**src/rtl/bram_stream_reader.sv**
```systemverilog
// Burst reader for the simple dual-port BRAM read port: (base, length) request in, valid/ready stream out.
// Macro BRAM_RD_OUTREG_EN selects 2-cycle read latency (output register); reads are credit-gated so the skid FIFO never overflows.
`timescale 1ns/1ps

module bram_stream_reader #(
  parameter int DATA_W     = 64,
  parameter int DEPTH      = 25088,
  parameter int ADDR_W     = 15,
  parameter int LEN_W      = 16,
  parameter int FIFO_DEPTH = 4
) (
  input  logic              clka,
  input  logic              rstb,
  input  logic              start,
  input  logic [ADDR_W-1:0] base_addr,
  input  logic [LEN_W-1:0]  length,
  output logic              busy,
  output logic              done,
  output logic [ADDR_W-1:0] addrb,
  output logic              enb,
  output logic              regceb,
  input  logic [DATA_W-1:0] doutb,
  output logic              m_valid,
  input  logic              m_ready,
  output logic [DATA_W-1:0] m_data,
  output logic              m_last
);

`ifdef BRAM_RD_OUTREG_EN
  localparam int LAT = 2;
  assign regceb = rstb;
`else
  localparam int LAT = 1;
  assign regceb = 1'b0;
`endif
  localparam int PW = (FIFO_DEPTH > 1) ? $clog2(FIFO_DEPTH) : 1;
  localparam int CW = $clog2(FIFO_DEPTH + LAT + 2) + 1;

  typedef enum logic [1:0] {IDLE, RUN, DRAIN} state_t;

  state_t            state_q, state_d;
  logic [LEN_W-1:0]  len_q, len_d, issue_cnt_q, issue_cnt_d;
  logic [ADDR_W-1:0] addrb_q, addrb_d, next_addr_q, next_addr_d;
  logic              enb_q, enb_d, last_iss_q, last_iss_d;
  logic              busy_q, busy_d, done_q, done_d;
  logic [LAT-1:0]    vld_sr_q, vld_sr_d, last_sr_q, last_sr_d;
  logic [DATA_W-1:0] mem_q [FIFO_DEPTH];
  logic [DATA_W-1:0] mem_d [FIFO_DEPTH];
  logic [FIFO_DEPTH-1:0] mem_last_q, mem_last_d;
  logic [PW-1:0]     wr_ptr_q, wr_ptr_d, rd_ptr_q, rd_ptr_d;
  logic [CW-1:0]     fifo_cnt_q, fifo_cnt_d;
  logic [CW-1:0]     occ;
  logic              push, pop, head_last;

  function automatic logic [ADDR_W-1:0] addr_inc(input logic [ADDR_W-1:0] a);
    return (a == ADDR_W'(DEPTH - 1)) ? '0 : a + ADDR_W'(1);
  endfunction

  function automatic logic [PW-1:0] ptr_inc(input logic [PW-1:0] p);
    return (p == PW'(FIFO_DEPTH - 1)) ? '0 : p + PW'(1);
  endfunction

  assign push      = vld_sr_q[LAT-1];
  assign m_valid   = (fifo_cnt_q != '0);
  assign pop       = m_valid && m_ready;
  assign head_last = mem_last_q[rd_ptr_q];
  assign m_data    = m_valid ? mem_q[rd_ptr_q] : '0;
  assign m_last    = m_valid && head_last;
  assign busy      = busy_q;
  assign done      = done_q;
  assign addrb     = addrb_q;
  assign enb       = enb_q;

  always_comb begin
    // Occupancy next cycle: FIFO after this pop, plus every read already issued and not yet pushed.
    occ = fifo_cnt_q + CW'(enb_q) - CW'(pop);
    for (int i = 0; i < LAT; i++) occ = occ + CW'(vld_sr_q[i]);

    state_d     = state_q;
    len_d       = len_q;
    issue_cnt_d = issue_cnt_q;
    addrb_d     = addrb_q;
    next_addr_d = next_addr_q;
    enb_d       = 1'b0;
    last_iss_d  = 1'b0;
    done_d      = 1'b0;

    case (state_q)
      IDLE: begin
        if (start) begin
          if (length == '0) begin
            done_d = 1'b1;
          end else begin
            len_d       = length;
            enb_d       = 1'b1;
            addrb_d     = base_addr;
            next_addr_d = addr_inc(base_addr);
            issue_cnt_d = LEN_W'(1);
            last_iss_d  = (length == LEN_W'(1));
            state_d     = (length == LEN_W'(1)) ? DRAIN : RUN;
          end
        end
      end
      RUN: begin
        if (occ < CW'(FIFO_DEPTH)) begin
          enb_d       = 1'b1;
          addrb_d     = next_addr_q;
          next_addr_d = addr_inc(next_addr_q);
          issue_cnt_d = issue_cnt_q + LEN_W'(1);
          last_iss_d  = (issue_cnt_q == len_q - LEN_W'(1));
          if (last_iss_d) state_d = DRAIN;
        end
      end
      default: ;
    endcase

    if (state_q != IDLE && pop && head_last) begin
      state_d = IDLE;
      done_d  = 1'b1;
    end
    busy_d = (state_d != IDLE);

    vld_sr_d  = LAT'({vld_sr_q, enb_q});
    last_sr_d = LAT'({last_sr_q, enb_q && last_iss_q});

    mem_d      = mem_q;
    mem_last_d = mem_last_q;
    wr_ptr_d   = wr_ptr_q;
    rd_ptr_d   = rd_ptr_q;
    if (push) begin
      mem_d[wr_ptr_q]      = doutb;
      mem_last_d[wr_ptr_q] = last_sr_q[LAT-1];
      wr_ptr_d             = ptr_inc(wr_ptr_q);
    end
    if (pop) rd_ptr_d = ptr_inc(rd_ptr_q);
    fifo_cnt_d = fifo_cnt_q + CW'(push) - CW'(pop);
  end

  always_ff @(posedge clka) begin
    if (!rstb) begin
      state_q     <= IDLE;
      len_q       <= '0;
      issue_cnt_q <= '0;
      addrb_q     <= '0;
      next_addr_q <= '0;
      enb_q       <= 1'b0;
      last_iss_q  <= 1'b0;
      busy_q      <= 1'b0;
      done_q      <= 1'b0;
      vld_sr_q    <= '0;
      last_sr_q   <= '0;
      mem_q       <= '{default: '0};
      mem_last_q  <= '0;
      wr_ptr_q    <= '0;
      rd_ptr_q    <= '0;
      fifo_cnt_q  <= '0;
    end else begin
      state_q     <= state_d;
      len_q       <= len_d;
      issue_cnt_q <= issue_cnt_d;
      addrb_q     <= addrb_d;
      next_addr_q <= next_addr_d;
      enb_q       <= enb_d;
      last_iss_q  <= last_iss_d;
      busy_q      <= busy_d;
      done_q      <= done_d;
      vld_sr_q    <= vld_sr_d;
      last_sr_q   <= last_sr_d;
      mem_q       <= mem_d;
      mem_last_q  <= mem_last_d;
      wr_ptr_q    <= wr_ptr_d;
      rd_ptr_q    <= rd_ptr_d;
      fifo_cnt_q  <= fifo_cnt_d;
    end
  end

  fifo_no_overflow: assert property (@(posedge clka) disable iff (!rstb)
    !(push && !pop && fifo_cnt_q == CW'(FIFO_DEPTH)));

endmodule

```
**config.mk**
```make
export PLATFORM = sky130hd
export DESIGN_NAME = bram_stream_reader
export DESIGN_NICKNAME = d
export VERILOG_FILES = /design/src/rtl/bram_stream_reader.sv
export SDC_FILE = /design/constraint.sdc
export NUM_CORES = 1
export LEC_CHECK = 0
export CAP_MARGIN = 20
export CELL_PAD_IN_SITES_DETAIL_PLACEMENT = 1
export CELL_PAD_IN_SITES_GLOBAL_PLACEMENT = 2
export CORE_ASPECT_RATIO = 2
export CORE_MARGIN = 5
export CORE_UTILIZATION = 34
export CTS_CLUSTER_DIAMETER = 150
export CTS_CLUSTER_SIZE = 40
export DETAILED_ROUTE_END_ITERATION = 16
export PLACE_DENSITY_LB_ADDON = 0.2
export SETUP_SLACK_MARGIN = 0.1
export SYNTH_ARGS = -nofsm -noshare
export SYNTH_HDL_FRONTEND = slang
export SYNTH_SLANG_ARGS = --single-unit
```
**constraint.sdc**
```tcl
create_clock -name clka -period 3.5 [get_ports clka]
set_clock_uncertainty 0.1 [all_clocks]
set_input_delay 0.7 -clock clka [delete_from_list [all_inputs] [get_ports clka]]
set_output_delay 0.7 -clock clka [all_outputs]
set_load 0.01 [all_outputs]
```
Word level (Yosys, flattened, before mapping)
Cells that the tools add are included.

Register bits after elaboration: 338. Output and inout port bits: 85.

Add/sub/neg operators: 11. Magnitude comparators: 7. Equal/unequal tests: 10. Multiplexer cells: 47. Bitwise operators: 3. Reduce and logical (&&, ||, !) cells: 15.

Operators with widths (number): $bwmux 256 (1); $mux 64 (4); $bmux 64 s2 (1); $demux 64 s2 (1); $mux 15 (8); $pmux 15 s2 (2); $mux 16 (3); $pmux 16 s2 (1); $add 15x1->15 const B (2); $eq 15x15->1 const B (2); $add 16x1->16 const B (1); $eq 16x1->1 const B (1); $eq 16x16->1 (1); $logic_not 16->1 (1); $mux 2 (8); $sub 16x1->16 const B (1); $add 4x1->4 (3); $mux 1 (12); $sub 4x1->4 (2); $logic_and 1x1->1 (7); $ge 3x3->1 const B (2); $lt 2x3->1 const B (2); $ne 2x2->1 const B (3); $not 2->3 (2); 17 further kinds (22).

Depth between registers and ports, before layout
Depth after elaboration: 9. Mapped depth: 16. Gate-level depth less buffers: 14.

Worst setup path after synthesis
OpenSTA, ideal clock, no wires.

Path type: input-to-reg. Start: input port m_ready. End: register issue_cnt_q[0]. Setup time: 0.128 ns. Arrival time: 2.731 ns. Required time: 3.272 ns. Path slack: 0.542 ns. Stages: 13. Path buffers: 2. Cell sequence: nand2_1 inv_1 ha_1 inv_1 ha_1 nand3_1 and4b_1 o21ai_1 nand2_1 clkbuf_1 buf_1 mux2i_1 nor2_1.

Word-level cells in the longest chain between the ends: 6.

RTL lines: from (decl) (RTL line 24) `input logic m_ready,`; $logic_and 1x1->1 (RTL line 65) `assign pop = m_valid && m_ready;`; via pop (RTL line 53) `logic push, pop, head_last;`; $sub 4x1->4 (RTL line 76) `occ = fifo_cnt_q + CW'(enb_q) - CW'(pop);`; $add 4x1->4 (RTL line 77) `for (int i = 0; i < LAT; i++) occ = occ + CW'(vld_sr_q[i]);`; $lt 4x3->1 (RTL line 105) `if (occ < CW'(FIFO_DEPTH)) begin`; $ne 2x2->1 (no source line); $reduce_and 4->1 (no source line); to (signal assigned) (RTL line 160) `issue_cnt_q <= issue_cnt_d;`; to (decl) (RTL line 42) `logic [LEN_W-1:0] len_q, len_d, issue_cnt_q, issue_cnt_d;`.

The timed path passes the listed nets, and every way through them passes these cells. A chain may end at the register's enable or synchronous reset.

Worst setup path after layout
Start: register rd_ptr_q[1]. End: output port m_data[30].

Word-level cells in the longest chain between the ends: 5.

RTL lines: from (decl) (RTL line 50) `logic [PW-1:0] wr_ptr_q, wr_ptr_d, rd_ptr_q, rd_ptr_d;`; from (signal assigned) (RTL line 172) `rd_ptr_q <= rd_ptr_d;`; $not 2->3 (implied by the code) (RTL line 67) `assign m_data = m_valid ? mem_q[rd_ptr_q] : '0;`; $bmux 64 s2 (RTL line 67); $mux 64 (implied by the code) (2 in series) (RTL line 67); $mux 64 (RTL line 67); to (decl) (RTL line 25) `output logic [DATA_W-1:0] m_data,`.

No other way between the ends. The select of a mux whose other input is x is not followed.

==> metrics <==
register area share after synthesis 0.437; Critical-path top delay cell mux4_2; ys flop type dfxtp_1; Setup TNS 0 ns; reg2reg path depth 15; Remaining DRCs 0; Synth Area in Adders 0.0150; P&R area growth vs syn 19.0%; Distinct cells, synth 70; layout cells sized above 1 0.0781; period utilization 0.936; met3 global-route usage 0.0238; max_cap viols 0; CP Cell Sequence buf_12 > mux4_2 > and2_1 > clkdlybuf4s50_1; hold_sp mem_q[18]; WHS 0.363 ns; Largest stage delay, worst path 0.52 ns; total number of vias 13500; Most Crowded Layer GR met2; largest net degree at the start of global routing 92; multi-input combinational cell area 8040 µm²; WP buf/inv 2; P per Cell Area 460 nW/µm²; post-synthesis xor/xnor area fraction 0.0298; Syn Std Cell Area 15500 µm²; first-pass GRT wire length 82100 µm; slew margin rel. 0.469; CTS clk-pin slew, worst paths 0.15 ns; 1st-pass router iterations 4; All-Layer GR Usage 0.202; largest cells by area after synthesis dfxtp_1, nand2_1, mux4_2, a21oi_1, and2_1; setup slack, reg-to-reg 0.45 ns; placed cell area 18000 µm²; GP Congestion 0.778; Req. time, crit path 2.70 ns; initial antenna violation count 3; post-synth top area share 0.437; Worst Hold Class reg2reg; largest family of logic cells by synthesized area simple AND/OR/NAND/NOR gates; Clock Tree Buf Depth 3; WP data arrival 2.48 ns; leading area contributor after synthesis dfxtp_1; Final ANT Viol Nets 0; DIE AREA 50100 µm²; RR Startpoint fifo_cnt_q[2]; mux cell area share after synthesis 0.107; simple-gate area share of the yosys netlist 0.230; register area 6770 µm²; final std cell area, no fill 18400 µm²; Setup crit end kind primary output; status finished clean; Crit Path Category reg2out; Setup violations, final 0; Ys Warns 0; Setup WS pre-CTS -0.109 ns; die span in x 161 µm; # rows 110; GRT overflow 0; Clock Root Buffer clkbuf_16; Total Wirelength 51400 µm; #FFs+latches synth 338; maximum VDD drop 0.372 mV; vias in the first global route 14200; WL/cell 20.3 µm; Die Ht 312 µm; latest clock arrival within the worst-skew pair 0.54 ns; critical path fanouts, max 24; compound-gate portion of the synthesized area 0.136; floorplan core area 45000 µm²; I/O pin total 184; met2 usage 0.383; f_max 0.305 GHz; Worst setup startpoint rd_ptr_q[1]; crit-path leading delay family buffers and inverters; EDFF count, synth 0; syn avg cell area 8.28 µm²; I/O Buffers 182; leakage 6.05 nW; Worst Max-Slew Pin Slew 0.794 ns; RSZ-0062 raised after global routing true; nets 2087; post-DP HPWL 34100 µm; met1 track demand over resource 0.238; TritonCTS Sinks 338; DR vias/cell 5.33; async set or reset register ratio after synthesis 0; H-tree levels 1; crit path time final 3.28 ns; Cells after Synth 1868; hold path depth 2; fillers 5308; RR Endpoint issue_cnt_q[8]; Starting Density 0.344; startpoint type of the worst setup path flip-flop; Max Transition Viols Final 0; final worst slack 0.222 ns; CTS tree built; CTS Buf Count 12; Hold Path Sink mem_q[18]; Post-Syn Nets 1985; final hold vios 0; DRT iter0 DRCs 478
## cells by family after synthesis
group           Yosys count
mux                      84
simple gates            829
fa+ha+maj                18
xor+xnor                 51
buf+inv                 173
other cells               1
flops                   338
compound gates          374
## final cells by class
cell class | instances | share of cell area
sequential | 338 | 0.368
clock buffer | 15 | 0.0181
inverter | 33 | 0.00714
timing repair buffer | 228 | 0.130
tap | 560 | 0.0381
antenna | 2 | 0.000272
multi-input combinational | 1357 | 0.437
clock inverter | 1 | 0.00163
## power by group
part / switching (mW) / total [mW] / internal [mW]
registers: 0.166 / 4.19 / 4.03
clock network: 1.28 / 1.98 / 0.703
logic: 1.28 / 2.28 / 1.00
## worst max path at each step
| stage | endpoint | slack [ns] | cells past startpoint |
|---|---|---|---|
| floorplan | issue_cnt_q[0] | 0.54 | 13 |
| global placement | issue_cnt_q[15] | -0.02 | 13 |
| detailed placement | issue_cnt_q[8] | -0.11 | 13 |
| CTS | m_data[58] | 0.10 | 4 |
| global route | m_data[30] | 0.09 | 6 |
| finish | m_data[30] | 0.22 | 4 |
## synthesized netlist by cell type, drive strengths merged, types with 16 or more instances
master  number
o21ai       18
xnor2       37
mux2i       19
a21oi      284
inv         32
dfxtp      338
ha          17
nand2      586
nand3       20
nor3        16
mux4        65
and2        74
a311oi      16
nor2        75
buf         17
clkbuf     123
nor4        16
## worst register-to-register path, stage by stage, from the launching register on
cell and delay [ns]:
dfxtp_1 0.34, inv_1 0.05, ha_1 0.20, nand3_2 0.10
nand2_1 0.08, inv_1 0.08, ha_1 0.14, inv_1 0.04
ha_1 0.29, a21oi_1 0.20, and4b_1 0.24, o21ai_1 0.12
buf_12 0.17, a2111oi_0 0.55, xnor2_1 0.18, nor2_1 0.05
## metal layers
metal	up-vias	part of all wire
met5	-	0
met4	0	0.023
met3	52	0.032
met2	214	0.54
met1	6758	0.41
li1	6492	-
## stage by stage
| stage | std cells | util | power (mW) |
|---|---|---|---|
| detailed placement | 2512 | 0.400 | 6.59 |
| CTS | 2529 | 0.408 | 8.61 |
| global route | 2534 | 0.409 | 8.94 |
| finish | 2534 | 0.409 | 8.46 |
| floorplan | 1868 | - | 5.50 |
| global placement | 2512 | 0.400 | 6.54 |
## placed cells by master (no fill, tap or decap), types with 4 or more instances in the layout
cell,netlist,routed
a2111oi_0,4,4
a211oi_1,13,13
a21oi_1,284,284
a311oi_1,16,16
a31oi_1,6,6
and2_1,74,70
and2_2,0,4
and3_1,5,5
buf_12,0,18
buf_4,1,28
clkbuf_16,0,13
clkdlybuf4s50_1,0,182
dfxtp_1,338,336
ha_1,17,17
inv_1,32,32
mux2i_1,19,19
mux4_2,65,65
nand2_1,586,582
nand2_2,0,4
nand2b_1,8,8
nand3_1,20,19
nand4_1,5,5
nor2_1,75,75
nor3_1,16,16
nor4_1,13,13
o21ai_0,17,17
o22ai_1,4,4
o32ai_1,5,5
xnor2_1,37,37
xor2_1,13,13
## registers in the layout, indices dropped and copies added, names as in the netlist
register     cells
mem_q          256
issue_cnt_q     16
len_q           16
addrb           15
next_addr_q     15
fifo_cnt_q       4
mem_last_q       4
rd_ptr_q         2
state_q          2
wr_ptr_q         2
busy             1
done             1
enb              1
last_iss_q       1
last_sr_q        1
push             1
## timing repair
item	4_1_cts	5_1_grt
setup buffers	1	3
cloned	0	0
endpoints found under the setup margin	54	8
gates resized for setup	0	0
hold buffers	0	0
(Power assumes the default switching activity.)
